[src/rtl/sockit_spi_arb.sv]
// Transfer-boundary arbiter sharing the serializer stream path
// between the XIP requester and the REG+DMA requester.
module sockit_spi_arb #(
  parameter int CW  = 32,
  parameter int DW  = 32,
  parameter int LBI = 31,
  parameter int RBI = 30,
  parameter int OCW = 4,
  parameter int PRI = 0
) (
  input  logic          ACLK,
  input  logic          ARESETn,
  input  logic          xip_en,
  input  logic          scw_xip_vld,
  output logic          scw_xip_rdy,
  input  logic [CW-1:0] scw_xip_dat,
  input  logic          scw_reg_vld,
  output logic          scw_reg_rdy,
  input  logic [CW-1:0] scw_reg_dat,
  output logic          scw_cdx_vld,
  input  logic          scw_cdx_rdy,
  output logic [CW-1:0] scw_cdx_dat,
  input  logic          sdw_xip_vld,
  output logic          sdw_xip_rdy,
  input  logic [DW-1:0] sdw_xip_dat,
  input  logic          sdw_dma_vld,
  output logic          sdw_dma_rdy,
  input  logic [DW-1:0] sdw_dma_dat,
  output logic          sdw_cdx_vld,
  input  logic          sdw_cdx_rdy,
  output logic [DW-1:0] sdw_cdx_dat,
  input  logic          sdr_cdx_vld,
  output logic          sdr_cdx_rdy,
  input  logic [DW-1:0] sdr_cdx_dat,
  output logic          sdr_xip_vld,
  input  logic          sdr_xip_rdy,
  output logic [DW-1:0] sdr_xip_dat,
  output logic          sdr_dma_vld,
  input  logic          sdr_dma_rdy,
  output logic [DW-1:0] sdr_dma_dat,
  output logic          sel,
  output logic          busy
);

  typedef enum logic [1:0] {
    IDLE  = 2'd0,
    OWN   = 2'd1,
    DRAIN = 2'd2
  } st_e;

  localparam logic [OCW-1:0] ONE = {{(OCW-1){1'b0}}, 1'b1};

  st_e            st_q, st_d;
  logic           sel_q, sel_d;
  logic           lst_q, lst_d;
  logic [OCW-1:0] cnt_q, cnt_d;

  logic          xip_req;
  logic          reg_req;
  logic          win;
  logic          own_vld;
  logic [CW-1:0] own_dat;
  logic          stall;
  logic          acc;
  logic          inc;
  logic          rd_act;
  logic          rd_rdy;
  logic          rd_hs;

  assign xip_req = scw_xip_vld & xip_en;
  assign reg_req = scw_reg_vld;

  assign own_vld = sel_q ? scw_reg_vld : scw_xip_vld;
  assign own_dat = sel_q ? scw_reg_dat : scw_xip_dat;

  // a read-producing beat must wait while the counter is saturated
  assign stall = own_dat[RBI] & (&cnt_q);
  assign acc   = (st_q == OWN) & own_vld & ~stall & scw_cdx_rdy;
  assign inc   = acc & own_dat[RBI];

  assign rd_act = (st_q != IDLE);
  assign rd_rdy = sel_q ? sdr_dma_rdy : sdr_xip_rdy;
  assign rd_hs  = rd_act & sdr_cdx_vld & rd_rdy;

  // winner on a tie: XIP under fixed priority, else the one not served last
  always_comb begin
    win = ~xip_req;
    if (xip_req && reg_req) begin
      win = (PRI != 0) ? 1'b0 : ~lst_q;
    end
  end

  // outstanding reads: saturating up/down, simultaneous events cancel
  always_comb begin
    cnt_d = cnt_q;
    if (inc && !rd_hs) begin
      cnt_d = cnt_q + ONE;
    end else if (!inc && rd_hs && cnt_q != '0) begin
      cnt_d = cnt_q - ONE;
    end
  end

  // state, owner, last-served and counter registers
  always_ff @(posedge ACLK or negedge ARESETn) begin
    if (!ARESETn) begin
      st_q  <= IDLE;
      sel_q <= 1'b0;
      lst_q <= 1'b1;
      cnt_q <= '0;
    end else begin
      st_q  <= st_d;
      sel_q <= sel_d;
      lst_q <= lst_d;
      cnt_q <= cnt_d;
    end
  end

  // next state: grant in IDLE, release after last beat and read drain
  always_comb begin
    st_d  = st_q;
    sel_d = sel_q;
    lst_d = lst_q;
    unique case (st_q)
      IDLE: begin
        if (xip_req || reg_req) begin
          st_d  = OWN;
          sel_d = win;
          lst_d = win;
        end
      end
      OWN: begin
        if (acc && own_dat[LBI]) begin
          st_d = (cnt_d == '0) ? IDLE : DRAIN;
        end
      end
      DRAIN: begin
        if (cnt_d == '0) begin
          st_d = IDLE;
        end
      end
      default: st_d = IDLE;
    endcase
  end

  // outputs: stream routing by owner; write words still flush in DRAIN
  always_comb begin
    scw_xip_rdy = 1'b0;
    scw_reg_rdy = 1'b0;
    scw_cdx_vld = 1'b0;
    sdw_xip_rdy = 1'b0;
    sdw_dma_rdy = 1'b0;
    sdw_cdx_vld = 1'b0;
    sdr_cdx_rdy = 1'b0;
    sdr_xip_vld = 1'b0;
    sdr_dma_vld = 1'b0;
    scw_cdx_dat = own_dat;
    sdw_cdx_dat = sel_q ? sdw_dma_dat : sdw_xip_dat;
    sdr_xip_dat = sdr_cdx_dat;
    sdr_dma_dat = sdr_cdx_dat;
    sel         = sel_q;
    busy        = (st_q != IDLE);
    if (st_q == OWN) begin
      scw_cdx_vld = own_vld & ~stall;
      scw_xip_rdy = ~sel_q & scw_cdx_rdy & ~stall;
      scw_reg_rdy = sel_q & scw_cdx_rdy & ~stall;
    end
    if (rd_act) begin
      sdw_cdx_vld = sel_q ? sdw_dma_vld : sdw_xip_vld;
      sdw_xip_rdy = ~sel_q & sdw_cdx_rdy;
      sdw_dma_rdy = sel_q & sdw_cdx_rdy;
      sdr_cdx_rdy = rd_rdy;
      sdr_xip_vld = ~sel_q & sdr_cdx_vld;
      sdr_dma_vld = sel_q & sdr_cdx_vld;
    end
  end

endmodule
[config.mk]
export PLATFORM = sky130hd
export DESIGN_NAME = sockit_spi_arb
export DESIGN_NICKNAME = d
export VERILOG_FILES = /design/src/rtl/sockit_spi_arb.sv
export SDC_FILE = /design/constraint.sdc
export NUM_CORES = 1
export LEC_CHECK = 0
export ABC_AREA = 0
export BUFFER_PORTS_ARGS = -buffer_cell sky130_fd_sc_hd__buf_2
export CAP_MARGIN = 20
export CORE_AREA = 2 2 121 123
export CTS_CLUSTER_DIAMETER = 120
export DETAILED_ROUTE_END_ITERATION = 6
export DIE_AREA = 0 0 123 125
export HOLD_SLACK_MARGIN = 0.15
export SLEW_MARGIN = 25
export SYNTH_ARGS = -nofsm -noshare
export SYNTH_HDL_FRONTEND = slang
export SYNTH_SLANG_ARGS = --single-unit
export TNS_END_PERCENT = 5
[constraint.sdc]
create_clock -name ACLK -period 2.4 [get_ports ACLK]
set_clock_uncertainty 0.05 [all_clocks]
set_input_delay 0.12 -clock ACLK [delete_from_list [all_inputs] [get_ports ACLK]]
set_output_delay 0.12 -clock ACLK [all_outputs]
set_load 0.05 [all_outputs]
==> impl.org <==
** Status
- The run finished with clean final reports.

** Yosys
- In the synthesized netlist the dominant register cell turns out to be sky130_fd_sc_hd__dfrtp_1.
- Cell count after synthesis :: 222
- Syn_area_per_cell :: about 8.9 um2
- Counting every net in the synthesized netlist gives 396.
- Mapped Area :: 1971 um2
- Synth warnings :: 0
- Yosys mapped a number of flops with a built-in enable equal to 0.
- Sequential elements use roughly a tenth of the synthesized area.
- Of all flip-flops after synthesis, the portion carrying an async set or reset was 100.0%.
- The synthesized netlist contains 36 unique library cells.
- Flop and latch count out of synthesis :: 8

** Power
- Power spread over the standard cell area amounts to 1322 nW/um2.
- VDD sags by at most 0.0005744 V.
- In this run the static leakage power is 0.001523 uW.
- Total power for the finished layout comes to 3863 uW.

** Critical path
- Walking the worst path, the cells encountered are ha_1 > and3_1 > a2111o_1 > mux2i_1 > a221o_1 > a41oi_1.
- Counting both buffers and inverters, the worst setup path holds a total of 0.
- STA puts the critical path data required time at 2500 ps.
- Arrival time of the worst setup path :: approximately 2400 ps
- Type of destination of the critical path :: register
- Largest fanout on the critical path :: 8
- Critical path launch point :: cnt_q[0]
- The worst setup path is of the reg -> reg kind.
- The slowest stage of the critical path belongs to the cell sky130_fd_sc_hd__a2111o_1.
- Startpoint of the lowest-slack register-to-register path :: cnt_q[0]
- STA classifies the critical path startpoint as a register.
- Top Family by Delay on Critical Path :: compound AO/OA/AOI/OAI gates
- The largest single stage delay on the critical path is 540 ps.

** Timing
- Setup violations remaining at the end of the flow were counted as 0.
- Setup_tns :: 0 ps
- Slew margin rel. :: roughly two thirds
- Dividing the final minimum period by the clock period gives 94.35%.
- Static timing analysis puts the maximum clock frequency at 441.6 MHz.
- Max Slew Vio Count :: 0
- Setup repair after global routing left no endpoint under its margin.
- On the final layout, the worst hold slack is 190.0 ps.
- After layout, the minimum clock period comes to 2265 ps.
- For the pin with the worst max-slew slack, the measured transition is 516.9 ps.
- Number of endpoints with negative hold slack in the final report :: 0
- Final worst setup slack :: 135.5 ps

** Drt
- In the routed layout, each cell is associated on average with a via count of 3.831.
- Number of detailed-route iterations in the first pass :: 5
- Vias :: approximately 2,100
- In the final routed layout, each cell accounts on average for around 17 um.
- Count of antenna-violating nets left after detailed routing :: 0
- Number of DRC markers in iteration 0 :: 62
- For this block, the routed nets add up to 9.321 mm of wire.
- Residual DRC :: 0

** Die
- Placement Rows :: 44
- The die covers 15,380 um2.
- The die is 125 um tall.
- In this run the count of I/O pins placed on the die edge is just over 300.
- The initial utilization of the core area, before any placement, comes to 13.87%.
- Core footprint :: 14,200 um2
- Die Span X :: roughly 120 um

** Job
- Max-Cap Viols :: 0

** Global route
- Global routing used between 10% and 20% of the available tracks.
- Wire length of the first global-routing pass :: 13.12 mm
- Via count of the first global-routing pass :: 2,178
- The number of antenna violations at the first check in global routing is 8.
- Largest net degree at the start of global routing :: between 70 and 80
- Remaining Overflow, GRT :: 0

** Place
- Placer Congestion :: 0.8595
- HPWL after detailed placement :: between 8 and 9 mm
- Port bufs :: about 210
- Prior to clock tree synthesis, the placed netlist has a worst setup slack of roughly 160 ps.

** Cells and area
- Compared with the post-synthesis result, the final layout area differs by 48.25%.
- Fraction of layout instances using a drive strength above 1 :: between 70% and 80%
- Cells fill between 20% and 30% of the core in the end.
- In the final design database the tool counted 548 nets.

** Clocking
- Buffer type at the clock tree root :: sky130_fd_sc_hd__clkbuf_16
- TritonCTS built the clock tree.
- Total number of clock tree sinks :: 8
- The clock passes through at most 2 buffers.
- Source-to-sink clock delay at the later pin of the worst-skew pair :: ~240 ps
- CTS built an H-tree with a depth of 1.
- After clock tree synthesis, the clock-pin slew on the worst setup and hold paths is 40 ps.
- Number of clock buffers inserted by TritonCTS :: 3

** Worst hold path
- Worst Min Path Start :: sdr_cdx_dat[28]
- Hold crit path type :: in -> out
-- final timing paths --
kind | end | slack (ps) | cells after the start
hold reg to reg | lst_q | 440 | 2
setup / recovery | st_q[1] | 140 | 6
max in group asynchronous | lst_q | 1820 | 2
min in group asynchronous | cnt_q[1] | 220 | 2
hold / removal | sdr_dma_dat[28] | 190 | 0
setup reg to reg | st_q[1] | 140 | 6
-- power by group --
part / internal [uW] / switching [uW]
Clock: 223 / 79.1
Sequential: 209 / 81.7
Combinational: 1020 / 2250
Total: 1450 / 2410
-- Yosys cell counts (all sizes together), types with 2 or more instances --
| master | instances | area share (%) |
|---|---|---|
| and4 | 2 | 1.0 |
| inv | 6 | 1.1 |
| o21ai | 4 | 1.0 |
| and3 | 4 | 1.3 |
| nand3 | 5 | 1.3 |
| nand3b | 2 | 1.4 |
| mux2i | 7 | 3.6 |
| nor3b | 3 | 1.1 |
| dfrtp | 7 | 8.9 |
| buf | 66 | 26 |
| nand2 | 5 | 0.95 |
| mux2 | 68 | 39 |
| ha | 2 | 1.3 |
| nor2 | 9 | 1.7 |
| a21boi | 2 | 0.76 |
| clkbuf | 8 | 1.5 |
| nor3 | 2 | 0.51 |
| a21oi | 6 | 1.5 |
-- what timing repair did --
action | CTS | global route
hold buffers | 2 | 0
resized for setup | 0 | 0
buffers inserted | 0 | 0
hold endpoints to repair | 9 | 0
-- cells in the final DEF (no fill, tap or decap), types with 2 or more instances in the layout --
master and n:
sky130_fd_sc_hd__nand2_1 5, sky130_fd_sc_hd__dlygate4sd3_1 2, sky130_fd_sc_hd__a21oi_1 6, sky130_fd_sc_hd__nor3_1 2, sky130_fd_sc_hd__mux2_2 68, sky130_fd_sc_hd__o21ai_0 3, sky130_fd_sc_hd__and3_1 4, sky130_fd_sc_hd__buf_12 2
sky130_fd_sc_hd__dfrtp_1 6, sky130_fd_sc_hd__clkbuf_16 3, sky130_fd_sc_hd__a21boi_0 2, sky130_fd_sc_hd__buf_4 4, sky130_fd_sc_hd__nor3b_1 2, sky130_fd_sc_hd__inv_1 6, sky130_fd_sc_hd__mux2i_1 7, sky130_fd_sc_hd__ha_1 2
sky130_fd_sc_hd__buf_2 213, sky130_fd_sc_hd__nor2_1 9, sky130_fd_sc_hd__diode_2 4, sky130_fd_sc_hd__nand3_1 5
-- routing by layer --
layer | share of wire [%] | track usage [%]
met3 | 9.4 | 3.513
met2 | 41 | 16.09
met4 | 2.6 | 4.078
met5 | 0.28 | 0
met1 | 47 | 16.32
-- through the flow --
step           std cells  area, um2
2_1_floorplan        222       1976
3_3_place_gp         551       2813
3_5_place_dp         551       2813
4_1_cts              557       2912
5_1_grt              557       2912
6_report             561       2922
-- flip-flops by register name (all words and copies together) (netlist names) --
name   count
st_q       2
cnt_q      4
sel        1
lst_q      1
-- cell type report --
type | instances | area (um2)
timing repair buffer | 221 | 1156
inverter | 6 | 22.52
multi-input combinational | 134 | 1219
tap | 184 | 230.2
fill | 1639 | 11280
sequential | 8 | 205.2
antenna | 4 | 10.01
clock buffer | 4 | 78.83
-- kinds of logic (layout without fill, tap and decap cells) --
family | after synthesis | count (layout) | synth area share, %
adder cells (fa/ha/maj) | 2 | 2 | 1.270
multiplexers | 75 | 75 | 42.41
other | 0 | 4 | 0
AND/OR/NAND/NOR | 35 | 35 | 10.35
XOR/XNOR | 1 | 1 | 0.4445
buffers and inverters | 80 | 231 | 28.19
flip-flops | 8 | 8 | 10.22
AO/OA/AOI/OAI | 21 | 21 | 7.111
(Power assumes the default switching activity.)
